$ cat src/rtl/timing_gen.sv
// timing_gen: free-running bit-time (1..29) and word-time (0..WORDS-1) generator.
// Optional macro G15_CT_MATCH_EN adds the CMD_T input and the registered CT match.
module timing_gen #(
  parameter int WORDS = 108
) (
  input  logic       CLOCK,
  input  logic       rst,
`ifdef G15_CT_MATCH_EN
  input  logic [6:0] CMD_T,
`endif
  output logic [4:0] BT,
  output logic [6:0] WT,
  output logic       T1,
  output logic       T2,
  output logic       T29,
  output logic       TE,
  output logic       TL,
  output logic       CT
);

  localparam logic [6:0] LAST_WORD = 7'(WORDS - 1);
  localparam logic [4:0] LAST_BIT  = 5'd29;

  logic       run_q, run_d;
  logic [4:0] bit_q, bit_d;
  logic [6:0] word_q, word_d;
  logic       t1_q, t1_d;
  logic       t2_q, t2_d;
  logic       t29_q, t29_d;
  logic       te_q, te_d;
  logic       tl_q, tl_d;

  // Next counter state; strobes decode that next state so outputs are pure flops.
  always_comb begin
    run_d  = 1'b1;
    bit_d  = 5'd1;
    word_d = 7'd0;
    if (!run_q) begin
      bit_d  = 5'd1;
      word_d = 7'd0;
    end else if (bit_q == LAST_BIT) begin
      bit_d = 5'd1;
      if (word_q == LAST_WORD) begin
        word_d = 7'd0;
      end else begin
        word_d = word_q + 7'd1;
      end
    end else begin
      bit_d  = bit_q + 5'd1;
      word_d = word_q;
    end
    t1_d  = (bit_d == 5'd1);
    t2_d  = (bit_d == 5'd2);
    t29_d = (bit_d == LAST_BIT);
    te_d  = ~word_d[0];
    tl_d  = (bit_d == LAST_BIT) && (word_d == LAST_WORD);
  end

  // Counter and strobe registers; run_q absorbs a release coincident with an edge.
  always_ff @(posedge CLOCK or negedge rst) begin
    if (!rst) begin
      run_q  <= 1'b0;
      bit_q  <= 5'd0;
      word_q <= 7'd0;
      t1_q   <= 1'b0;
      t2_q   <= 1'b0;
      t29_q  <= 1'b0;
      te_q   <= 1'b0;
      tl_q   <= 1'b0;
    end else begin
      run_q  <= run_d;
      bit_q  <= bit_d;
      word_q <= word_d;
      t1_q   <= t1_d;
      t2_q   <= t2_d;
      t29_q  <= t29_d;
      te_q   <= te_d;
      tl_q   <= tl_d;
    end
  end

  assign BT  = bit_q;
  assign WT  = word_q;
  assign T1  = t1_q;
  assign T2  = t2_q;
  assign T29 = t29_q;
  assign TE  = te_q;
  assign TL  = tl_q;

`ifdef G15_CT_MATCH_EN
  logic [6:0] ct_q, ct_d;
  logic       match_q, match_d;

  // CMD_T is captured on the T29 edge; the match is re-evaluated only at word start.
  always_comb begin
    if (bit_d == LAST_BIT) begin
      ct_d = CMD_T;
    end else begin
      ct_d = ct_q;
    end
    if (bit_d == 5'd1) begin
      match_d = (word_d == ct_q);
    end else begin
      match_d = match_q;
    end
  end

  // Comparator registers; 127 in reset so the first word after release never matches.
  always_ff @(posedge CLOCK or negedge rst) begin
    if (!rst) begin
      ct_q    <= 7'd127;
      match_q <= 1'b0;
    end else begin
      ct_q    <= ct_d;
      match_q <= match_d;
    end
  end

  assign CT = match_q;
`else
  assign CT = 1'b0;
`endif

endmodule

$ cat config.mk
export PLATFORM = sky130hd
export DESIGN_NAME = timing_gen
export DESIGN_NICKNAME = d
export VERILOG_FILES = /design/src/rtl/timing_gen.sv
export SDC_FILE = /design/constraint.sdc
export NUM_CORES = 1
export LEC_CHECK = 0
export CORE_AREA = 2 2 47 49
export CTS_CLUSTER_SIZE = 25
export DETAILED_ROUTE_END_ITERATION = 16
export DIE_AREA = 0 0 49 51
export PLACE_DENSITY = 0.74
export SLEW_MARGIN = 20
export SYNTH_ARGS = -nofsm -noshare
export SYNTH_HDL_FRONTEND = slang
export SYNTH_SLANG_ARGS = --single-unit
$ cat constraint.sdc
create_clock -name CLOCK -period 2.56 [get_ports CLOCK]
set_clock_uncertainty 0.05 [all_clocks]
set_input_delay 0.256 -clock CLOCK [delete_from_list [all_inputs] [get_ports CLOCK]]
set_output_delay 0.256 -clock CLOCK [all_outputs]
set_load 0.05 [all_outputs]
**Word-level counts from Yosys, hierarchy flattened**

Cells that the tools add are included.
W data, S select, Z words.

- Input bits: 2
- Output and inout bits: 18
- Flip-flop bits (word level): 18
- Logic and storage cells: 23

- Bitwise logic cells: 1
- Equal/unequal tests: 6
- Multiplexer cells: 5
- Reduce and logical (&&, ||, !) cells: 1
- Add/sub/neg operators: 2

Operators by type and width:

| cell | count |
|---|---|
| $mux W7 | 3 |
| $eq A7 B7 Y1 const B | 2 |
| $eq A5 B5 Y1 const B | 2 |
| $mux W5 | 2 |
| $add A7 B1 Y7 const B | 1 |
| $add A5 B1 Y5 const B | 1 |
| $eq A5 B1 Y1 const B | 1 |
| $eq A5 B2 Y1 const B | 1 |
| $logic_and A1 B1 Y1 | 1 |
| $not A1 Y1 | 1 |

**Depth between registers and ports, before layout**

- Word-level depth: 6
- Mapped depth: 8
- Depth with buffers taken out: 7

**Worst setup path before layout**

OpenSTA, ideal clock, no wires.

- Path kind: register to register
- From: register bit_q[0] (netlist: BT[0])
- To: register tl_q (netlist: TL)
- Clock period less this slack: 2.193 ns
- Arrival time: 2.047 ns
- Setup time: 0.096 ns
- Slack: 0.367 ns
- Cell stages (with the launch flop): 7
- Path buffers: 0
- Required time: 2.414 ns
- Path through: dfrtp_1 > ha_1 > nand4_4 > or4_4 > a21oi_2 > nand2_1 > nor4_2

- Cells in the longest elaborated chain, start to end: 5
- Elaborated cells between the ends (all ways): 9
- Those cells by class: add/sub: 1; eq/ne: 3; mux: 4; reduce/logical: 1

Ends and longest elaborated chain:

| what | RTL line | RTL |
|---|---|---|
| start: declaration | 25 | `logic [4:0] bit_q, bit_d;` |
| start signal: assignment | 72 | `bit_q <= bit_d;` |
| $eq A5 B5 Y1 | 41 | `end else if (bit_q == LAST_BIT) begin` |
| $mux W7 | 41 |  |
| $mux W7 | 38 | `if (!run_q) begin` |
| via word_d[6] | 26 | `logic [6:0] word_q, word_d;` |
| $eq A7 B7 Y1 | 56 | `tl_d = (bit_d == LAST_BIT) && (word_d == LAST_WORD);` |
| $logic_and A1 B1 Y1 | 56 |  |
| via tl_d | 31 | `logic tl_q, tl_d;` |
| end signal: assignment | 78 | `tl_q <= tl_d;` |
| end: declaration | 31 |  |

The timed path passes the listed nets, and every way through them passes these cells.

**Final worst setup path**

- From: register bit_q[1] (netlist: BT[1])
- To: register tl_q (netlist: TL)

Same word-level chain as after synthesis.

==> flow_summary.ini <==
[run_status]
status = finished clean

[global_route]
grt_use_total_pct = 15.40
gr-total-overflow = 0
grt_max_degree = 19
grt_pass1_vias = 698
grt_first_pass_wirelength_mm = 2.932
antenna_found_initial = 0

[final_layout]
postLayoutCellArea_sq_um = 1156
final_cell_mix = dfrtp_1, clkdlybuf4s50_1, nand2_1
area_delta_synth_final_pct = 25.37
drive_above_1_share_pct = 10.58
final_core_util_pct = 56.03
antenna_cells = 0
nets = 110

[clock_tree]
clock_latency_ns = 0.29
clk_pin_slew_ns = 0.10
clock-sinks = 18
cts_tree = built
post-cts-setup-buffers = 0
ctsHoldBuffers = 0
clockBufferDepth = 2
numCtsBuffers = 3
h-tree-depth = 1
cts_root_buffer = clkbuf_4
cts_resized = 0

[die]
core_sq_um = 2063
fp.dieW_um = 49
start_util_pct = 44.69
num_rows = 17
dieHeight_um = 51
die_area_sq_um = 2499
io_pins = 20

[timing]
post-route-min-period_ns = 2.003
tns_ns = 0
hold_viol_final = 0
fin_crit_sh_pct = 78.24
setup_viol = 0
worst_pin_slew_ns = 0.7745
holdWs_ns = 0.3630
relSlewSlack_pct = 48.21
rsz0062_at_grt = false
fmaxAchievable_ghz = 0.4993
final_max_slew_viol_count = 0

[logic_synthesis]
seq_area_frac_synth_pct = 48.85
synth_fp_nets = 90
avgSynthCellArea_sq_um = 10.85
yosys.area_share.simple_pct = 26.19
synth.distinct_cells = 33
synth_edf_count = 0
syn_inst = 85
ys_ff_latch = 18
ys_warn_count = 0
synth_ff_type = dfrtp_1
synth_area_leaders = dfrtp_1, xor2_1, ha_1, nand3_1, nand2_1
synth_fa_ha_area_share_pct = 4.071
synth-xor-area-share_pct = 6.649
synth_top_family_by_area = simple AND/OR/NAND/NOR gates
async_flop_share_pct = 100.0
netlist.area_leader.share_pct = 48.85
synth_mux_area_share_pct = 0
syn_area_sq_um = 922.1
yosys.area.top_type = dfrtp_1
synth_compound_area_share_pct = 9.498

[worst_setup_path]
cp.arrival_ns = 2.16
critPathSlowestCell = o41ai_4
crit_fanout = 10
crit_path_end_kind = flip-flop
startpoint_type = flip-flop
slowest_delay_ns = 0.53
required_ns = 2.72
path_cells = inv_1, ha_1, nand4_4, o41ai_4, nor2_1, nor4_2
path_class = reg2reg

[route]
drtAntennaViolNets = 0
viasPerCell = 5.129
drc = 0
finalWirelength_mm = 1.792
avgRoutedWirePerCell_um = 13.58
drt_first_iter_violations = 13
via_count = 677
drt-pass1-iter-count = 4

[power]
power.total_uw = 583.0
ir_drop_mv = 0.3502
power.density_nw_per_um2 = 504.3
p_leak_nw = 0.5044

[min_path]
min_path_type = in2async

[place]
hpwl_mm = 1.378
placed_cell_area_sq_um = 1120
portBuffers = 18
gp_congestion = 0.8455

[flow_run]
cap_violations = 0
-- cells by family (layout without fill, tap and decap cells) --
group           Yosys count  after routing
compound gates            9              9
xor+xnor                  7              7
fa+ha+maj                 3              3
buf+inv                   8             27
flops                    18             18
other cells               2              2
simple gates             38             38
-- power breakdown --
group	switching [mW]	leakage, nW	internal (mW)
logic	0.0709	0.247	0.0328
registers	0.0142	0.236	0.295
clock network	0.0836	0.0210	0.0866
total	0.169	0.504	0.414
-- layer usage --
metal	wire, um	track usage [%]	vias to the layer above
met3	65	3.216	2
li1	-	-	335
met1	804	17.11	324
met4	16	8.571	0
met5	0	0	-
met2	907	27.63	16
-- synthesized netlist by cell type, drive strengths merged (2+ instances only) --
library cell and instances:
a21oi 2, buf 3, conb 2, dfrtp 18
ha 3, inv 5, nand2 8, nand2b 2
nand3 6, nand4 3, nor2 6, nor3 3
nor4 2, or2 2, xnor2 2, xor2 5
-- worst max-delay path, delay by kind of cell (launching register included) --
family | cells | cell delay [ns]
AND/OR/NAND/NOR | 3 | 0.62
AO/OA/AOI/OAI | 1 | 0.53
adder cells (fa/ha/maj) | 1 | 0.22
flip-flops | 1 | 0.42
buffers and inverters | 1 | 0.07
-- path summary, 6_finish.rpt --
path / depth (start not counted) / from / slack, ns / to
min: 1 / rst / 0.36 / BT[3]$_DFF_PN0_
min reg2reg: 2 / WT[6]$_DFF_PN0_ / 0.55 / WT[6]$_DFF_PN0_
max in group asynchronous: 1 / rst / 1.62 / BT[0]$_DFF_PN0_
max: 6 / BT[1]$_DFF_PN0_ / 0.56 / TL$_DFF_PN0_
min in group CLOCK: 2 / WT[6]$_DFF_PN0_ / 0.55 / WT[6]$_DFF_PN0_
max reg2reg: 6 / BT[1]$_DFF_PN0_ / 0.56 / TL$_DFF_PN0_
-- per-stage QoR --
step / instances / worst slack [ns]
3_3_place_gp: 128 / 0.6302
3_5_place_dp: 128 / 0.5682
5_1_grt: 132 / 0.4512
6_report: 132 / 0.5571
2_1_floorplan: 85 / 0.3672
4_1_cts: 132 / 0.5408
-- state kept, by name, indices dropped and copies added (netlist names) --
name	cells
BT	5
run_q	1
TL	1
T2	1
WT	7
TE	1
T29	1
T1	1
-- layout make-up --
type	count	area (sq um)
clock buffers	4	36.28
flip-flops and latches	18	450.4
repair buffers	18	180.2
inverters	5	18.77
multi-input cells	59	435.4
fillers	196	907.1
well taps	28	35.03
Power figures use the tool's default switching activity.
